### src/rtl/bt_hdr_rx_multi.sv
// BR/EDR packet-header receiver: FEC majority vote, de-whitening, HEC check and per-LT_ADDR
// FLOW/ARQN/SEQN tracking. Define BT_HDR_FEC_ERRCNT_EN to enable the fec_errcnt counter.
module bt_hdr_rx_multi #(
  parameter int         NUM_LT   = 8,
  parameter int         FEC_REP  = 3,
  parameter logic [7:0] HEC_POLY = 8'hA7
) (
  input  logic              clk_6M,
  input  logic              rstz,
  input  logic              p_1us,
  input  logic              header_st_p,
  input  logic              rx_abort,
  input  logic              rxbit,
  input  logic              whiten_en,
  input  logic [5:0]        clk_seed,
  input  logic [7:0]        uap,
  input  logic [2:0]        ms_lt_addr,
  output logic              busy,
  output logic              hdr_done_p,
  output logic              hdr_good_p,
  output logic              lt_addressed,
  output logic [2:0]        rx_lt_addr,
  output logic [3:0]        rx_type,
  output logic              rx_is_null,
  output logic              rx_is_poll,
  output logic              rx_is_fhs,
  output logic              rx_seqn,
  output logic [NUM_LT-1:0] flow_vec,
  output logic [NUM_LT-1:0] arqn_vec,
  output logic [NUM_LT-1:0] seqn_vec,
  output logic [NUM_LT-1:0] flow_stop_start_p,
  output logic [7:0]        fec_errcnt
);

  typedef enum logic [1:0] {S_IDLE, S_HDR, S_CHECK} state_t;

  state_t      r_state, w_state_nxt;
  logic [2:0]  r_rep_cnt, r_ones, w_ones_tot;
  logic [4:0]  r_bit_cnt;
  logic [6:0]  r_lfsr;
  logic [7:0]  r_hec;
  logic        r_hec_err;
  logic [9:0]  r_hold;
  logic        w_start, w_sample, w_wrap, w_vote, w_bit, w_exit, w_good;

  logic              r_done_p, r_good_p, r_addr_hit, r_rx_seqn;
  logic              r_is_null, r_is_poll, r_is_fhs;
  logic [2:0]        r_rx_lt;
  logic [3:0]        r_rx_type;
  logic [NUM_LT-1:0] r_flow, r_arqn, r_seqn, r_fss_p;

  // A start pulse in CHECK is ignored; abort always wins.
  assign w_start    = header_st_p && !rx_abort && (r_state != S_CHECK);
  assign w_sample   = (r_state == S_HDR) && p_1us && !header_st_p && !rx_abort;
  assign w_wrap     = w_sample && (r_rep_cnt == 3'(FEC_REP - 1));
  assign w_ones_tot = r_ones + {2'b00, rxbit};
  assign w_vote     = (w_ones_tot > 3'(FEC_REP / 2));
  assign w_bit      = w_vote ^ (whiten_en & r_lfsr[6]);
  assign w_exit     = (r_state == S_CHECK) && p_1us && !rx_abort;
  assign w_good     = !r_hec_err;

  always_ff @(posedge clk_6M or negedge rstz) begin
    // NOTE: sequential state uses non-blocking assignments so every register samples pre-edge values.
    if (!rstz) r_state <= S_IDLE;
    else       r_state <= w_state_nxt;
  end

  always_comb begin
    w_state_nxt = r_state;
    if (rx_abort) begin
      w_state_nxt = S_IDLE;
    end else begin
      case (r_state)
        S_IDLE:  if (header_st_p) w_state_nxt = S_HDR;
        S_HDR:   if (!header_st_p && w_wrap && (r_bit_cnt == 5'd17)) w_state_nxt = S_CHECK;
        S_CHECK: if (p_1us) w_state_nxt = S_IDLE;
        default: w_state_nxt = S_IDLE;
      endcase
    end
  end

  always_ff @(posedge clk_6M or negedge rstz) begin
    if (!rstz) begin
      r_rep_cnt <= '0;
      r_ones    <= '0;
      r_bit_cnt <= '0;
      r_lfsr    <= '0;
      r_hec     <= '0;
      r_hec_err <= 1'b0;
      r_hold    <= '0;
    end else if (w_start) begin
      r_rep_cnt <= '0;
      r_ones    <= '0;
      r_bit_cnt <= '0;
      r_lfsr    <= {1'b1, clk_seed};
      r_hec     <= uap;
      r_hec_err <= 1'b0;
    end else if (w_wrap) begin
      r_rep_cnt <= '0;
      r_ones    <= '0;
      r_bit_cnt <= r_bit_cnt + 5'd1;
      r_lfsr    <= {r_lfsr[5:4], r_lfsr[3] ^ r_lfsr[6], r_lfsr[2:0], r_lfsr[6]};
      if (r_bit_cnt < 5'd10) begin
        r_hold <= {w_bit, r_hold[9:1]};
        r_hec  <= {r_hec[6:0], 1'b0} ^ ((w_bit ^ r_hec[7]) ? HEC_POLY : 8'h00);
      end else begin
        // Received HEC arrives MSB of the remainder first; shift it past r_hec[7].
        r_hec <= {r_hec[6:0], 1'b0};
        if (w_bit != r_hec[7]) r_hec_err <= 1'b1;
      end
    end else if (w_sample) begin
      r_rep_cnt <= r_rep_cnt + 3'd1;
      r_ones    <= w_ones_tot;
    end
  end

  always_ff @(posedge clk_6M or negedge rstz) begin
    if (!rstz) begin
      r_done_p   <= 1'b0;
      r_good_p   <= 1'b0;
      r_addr_hit <= 1'b0;
      r_rx_lt    <= '0;
      r_rx_type  <= '0;
      r_rx_seqn  <= 1'b0;
      r_is_null  <= 1'b0;
      r_is_poll  <= 1'b0;
      r_is_fhs   <= 1'b0;
      r_flow     <= '1;
      r_arqn     <= '0;
      r_seqn     <= '0;
      r_fss_p    <= '0;
    end else begin
      r_done_p <= 1'b0;
      r_good_p <= 1'b0;
      r_fss_p  <= '0;
      if (rx_abort || header_st_p) r_addr_hit <= 1'b0;
      if (w_exit) begin
        r_done_p   <= 1'b1;
        r_good_p   <= w_good;
        r_rx_lt    <= r_hold[2:0];
        r_rx_type  <= r_hold[6:3];
        r_rx_seqn  <= r_hold[9];
        r_is_null  <= (r_hold[6:3] == 4'd0);
        r_is_poll  <= (r_hold[6:3] == 4'd1);
        r_is_fhs   <= (r_hold[6:3] == 4'd2);
        r_addr_hit <= w_good && (r_hold[2:0] == ms_lt_addr);
        for (int i = 0; i < NUM_LT; i++) begin
          if (w_good && (r_hold[2:0] == 3'(i))) begin
            r_flow[i]  <= r_hold[7];
            r_arqn[i]  <= r_hold[8];
            r_seqn[i]  <= r_hold[9];
            r_fss_p[i] <= !r_flow[i] && r_hold[7];
          end
        end
      end
    end
  end

`ifdef BT_HDR_FEC_ERRCNT_EN
  logic       w_corr;
  logic [7:0] r_errcnt;

  assign w_corr = (w_ones_tot != 3'd0) && (w_ones_tot != 3'(FEC_REP));

  always_ff @(posedge clk_6M or negedge rstz) begin
    if (!rstz)                                         r_errcnt <= '0;
    else if (w_start)                                  r_errcnt <= '0;
    else if (w_wrap && w_corr && (r_errcnt != 8'hFF)) r_errcnt <= r_errcnt + 8'd1;
  end

  assign fec_errcnt = r_errcnt;
`else
  assign fec_errcnt = 8'h00;
`endif

  assign busy              = (r_state != S_IDLE);
  assign hdr_done_p        = r_done_p;
  assign hdr_good_p        = r_good_p;
  assign lt_addressed      = r_addr_hit;
  assign rx_lt_addr        = r_rx_lt;
  assign rx_type           = r_rx_type;
  assign rx_seqn           = r_rx_seqn;
  assign rx_is_null        = r_is_null;
  assign rx_is_poll        = r_is_poll;
  assign rx_is_fhs         = r_is_fhs;
  assign flow_vec          = r_flow;
  assign arqn_vec          = r_arqn;
  assign seqn_vec          = r_seqn;
  assign flow_stop_start_p = r_fss_p;

endmodule
### config.mk
export PLATFORM = sky130hd
export DESIGN_NAME = bt_hdr_rx_multi
export DESIGN_NICKNAME = d
export VERILOG_FILES = /design/src/rtl/bt_hdr_rx_multi.sv
export SDC_FILE = /design/constraint.sdc
export NUM_CORES = 1
export LEC_CHECK = 0
export ABC_AREA = 1
export BUFFER_PORTS_ARGS = -buffer_cell sky130_fd_sc_hd__buf_2
export CAP_MARGIN = 15
export CORE_MARGIN = 4
export CORE_UTILIZATION = 30
export DETAILED_ROUTE_END_ITERATION = 8
export GPL_ROUTABILITY_DRIVEN = 0
export PLACE_DENSITY_LB_ADDON = 0.2
export SETUP_SLACK_MARGIN = 0.1
export SYNTH_ARGS = -nofsm -noshare
export SYNTH_HDL_FRONTEND = slang
export SYNTH_SLANG_ARGS = --single-unit
export TNS_END_PERCENT = 100
### constraint.sdc
create_clock -name clk_6M -period 2 [get_ports clk_6M]
set_input_delay 0.5 -clock clk_6M [delete_from_list [all_inputs] [get_ports clk_6M]]
set_output_delay 0.5 -clock clk_6M [all_outputs]
set_load 0.03 [all_outputs]
==> summary.txt <==
Worst setup EP type = register
FF/Latch Area = 2137 um2
Async SR Flop Fraction = 100.0%
Reg2Reg Capture Point = r_hec[2]$_DFFE_PN0P_
Setup CP Type = register to register
Longest Clk Path Bufs = 2
final clock skew = 0.008801 ns
Setup Viol. Count Final = 0
Detailed Route WL = 8211 um
Vias/cell = 4.535
largest net degree at the start of global routing = 86
row count = 40
area leader, netlist = dfrtp_1
FILL cells = 1234
grt ovf = 0
register area share after synthesis = 58.49%
run status = finished, final reports clean
clock sinks = 85
first-pass GRT wire length = 13920 um
r2r setup slk = 0.29 ns
fraction of the mapped netlist area in adder cells = 2.055%
Gate Count Post-Synth = 404
drt wl/cell = 12.93 um
DRT Pass-1 Iters = 5
nets = 513
nature of the critical path startpoint = register
Synth top cells by count = 118 x nand2_1, 77 x dfrtp_1, 49 x o21ai_0
Critical R2R Launch = r_ones[0]$_DFFE_PN0P_
Syn Area/Cell = 9.043 um2
CTS root buf = clkbuf_16
hold slack = 0.1819 ns
Cell Pwr Density = 824.1 nW/um2
xor-xnor portion of the synthesized cell area = 1.199%
max cap viols = 0
EDFF count, synth = 0
arrival time at the worst endpoint = 1.99 ns
die height = 118.4 um
synthesized flop and latch total = 85
vias in the first global route = 2813
worst-skew pair later-pin latency = 0.34 ns
initial antenna violation count = 0
setup TNS = 0 ns
CTS buffer count = 9
min-delay worst type = input pin to async pin
crit path time final = 1.711 ns
Antenna diodes = 0
main combinational cell family by area after synthesis = simple AND/OR/NAND/NOR gates
DRC viols = 0
Initial Utilization = 30.54%
die area = 14010 um2
worst vdd ir = 0.3884 mV
post-synth cell types = 28
post-synthesis compound-gate area fraction = 10.55%
R2R cell count = 11
layout cells sized above 1 = 23.16%
Routed Antenna Nets = 0
area growth from synthesis to layout = 22.98%
Die Width = 118.4 um
ys flop type = dfrtp_1
fmax = 584.6 MHz
via count = 2880
I/O pin cnt = 79
drt first-iter violations = 210
mapped cell area = 3654 um2
# port buffers = 70
top-area cell type share of the netlist area = 52.74%
H-tree depth = 3
critical path data required time = 2.28 ns
Critical Path Fanout Max = 7
CTS tree = done
GRT Resource Usage Total = 12.21%
Final Cycle Share = 85.53%
multiplexer share of the synthesized area = 0%
Hold Vio Cnt, Final = 0
CTS clock-pin slew for the worst setup and hold paths = 0.07 ns
core area = 11960 um2
RSZ-0062 raised after global routing = no
YS warnings = 0
area of the multi-input gates = 1282 um2
synth top area cells = dfrtp_1 53%, nand2_1 12%, o21ai_0 6.7%
count leader, synth = nand2_1
Final Max Tran Viols = 0
Lkg Pwr = 2.344 nW
Synth Area in Simple Gates = 20.07%
HPWL after DPL = 5753 um
registers in the layout, indices dropped and copies added, names as in the netlist, 2 cells and up:
| name | cells |
|---|---|
| rx_type | 4 |
| r_bit_cnt | 5 |
| seqn_vec | 8 |
| r_hec | 8 |
| rx_lt_addr | 3 |
| r_hold | 10 |
| r_state | 2 |
| arqn_vec | 8 |
| r_rep_cnt | 3 |
| flow_stop_start_p | 8 |
| flow_vec | 8 |
| r_lfsr | 7 |
| r_ones | 3 |
per-stage QoR:
stage                     setup slack, ns  instance area, um2  total power [mW]  std cells  util [%]
after CTS                          0.1870                4478             3.755        635     37.44
after detailed placement         -0.05776                4199             2.145        619     35.10
after global routing               0.1051                4493             3.871        635     37.56
final                              0.2893                4493             3.703        635     37.56
after global placement           0.002690                4199             2.141        619     35.10
after floorplan                    0.2533                3680             2.031        411         -
worst max path at each step:
| stage | slack [ns] | to | cells past startpoint | from |
|---|---|---|---|---|
| 3_3_place_gp | 0.003 | r_hec[7]$_DFFE_PN0P_ | 12 | rxbit |
| 2_1_floorplan | 0.25 | r_hec[1]$_DFFE_PN0P_ | 11 | rxbit |
| 4_1_cts | 0.19 | r_hec[1]$_DFFE_PN0P_ | 9 | r_rep_cnt[0]$_DFFE_PN0P_ |
| 3_5_place_dp | -0.06 | r_hec[5]$_DFFE_PN0P_ | 12 | rxbit |
| 5_1_grt | 0.11 | seqn_vec[3]$_DFFE_PN0P_ | 10 | r_state[1]$_DFFE_PN0P_ |
| 6_report | 0.29 | r_hec[2]$_DFFE_PN0P_ | 11 | r_ones[0]$_DFFE_PN0P_ |
cell usage in the layout (no fill, tap or decap), types with 4 or more instances in the layout:
cell type	instances
ha_1	6
inv_1	43
nand3_1	25
clkbuf_16	9
nand2_1	116
buf_4	7
buf_2	69
dfrtp_1	77
dfstp_2	8
nor3_1	10
xnor2_1	4
a22oi_1	5
nor2_1	14
o21ai_0	49
inv_6	5
conb_1	8
where the power goes:
part / total [mW] / internal, mW / switching (mW)
clock network: 1.59 / 0.859 / 0.730
registers: 1.82 / 1.78 / 0.0413
logic: 0.290 / 0.0936 / 0.197
layout make-up:
cell class	instances	area share (%)
inverters	46	3.843
clock inverters	7	1.197
multi-input cells	263	28.54
repair buffers	78	9.747
clock buffers	9	5.013
flip-flops and latches	85	47.56
well taps	147	4.094
layer usage:
metal | up-vias | part of all wire [%] | global-route usage (%)
met4 | 0 | 1.6 | 4.322
met1 | 1351 | 46 | 15.67
li1 | 1447 | - | -
met2 | 68 | 46 | 18.79
met3 | 14 | 6.1 | 4.689
met5 | - | 0 | 0
logic make-up (layout without fill, tap and decap cells):
| kind of cell | after synthesis | in the layout |
|---|---|---|
| flops | 85 | 85 |
| buf+inv | 63 | 140 |
| simple gates | 175 | 175 |
| xor+xnor | 5 | 5 |
| compound gates | 69 | 69 |
| fa+ha+maj | 6 | 6 |
| other cells | 1 | 8 |
worst max-delay path, cell delays in order, from the launching register on:
cell	delay (ns)
dfrtp_1	0.39
ha_1	0.19
ha_1	0.27
inv_1	0.11
nand3_1	0.11
nand2_1	0.09
nand3_1	0.08
nand2_2	0.14
nand2_2	0.09
nand2_1	0.06
nand3_1	0.06
nand2_1	0.07
timing repair:
action	CTS	global route
hold buffers	0	0
resized for setup	0	4
buffers inserted	0	0
endpoints found under the setup margin	0	11
Note: power is estimated with default switching activity, not from simulation.
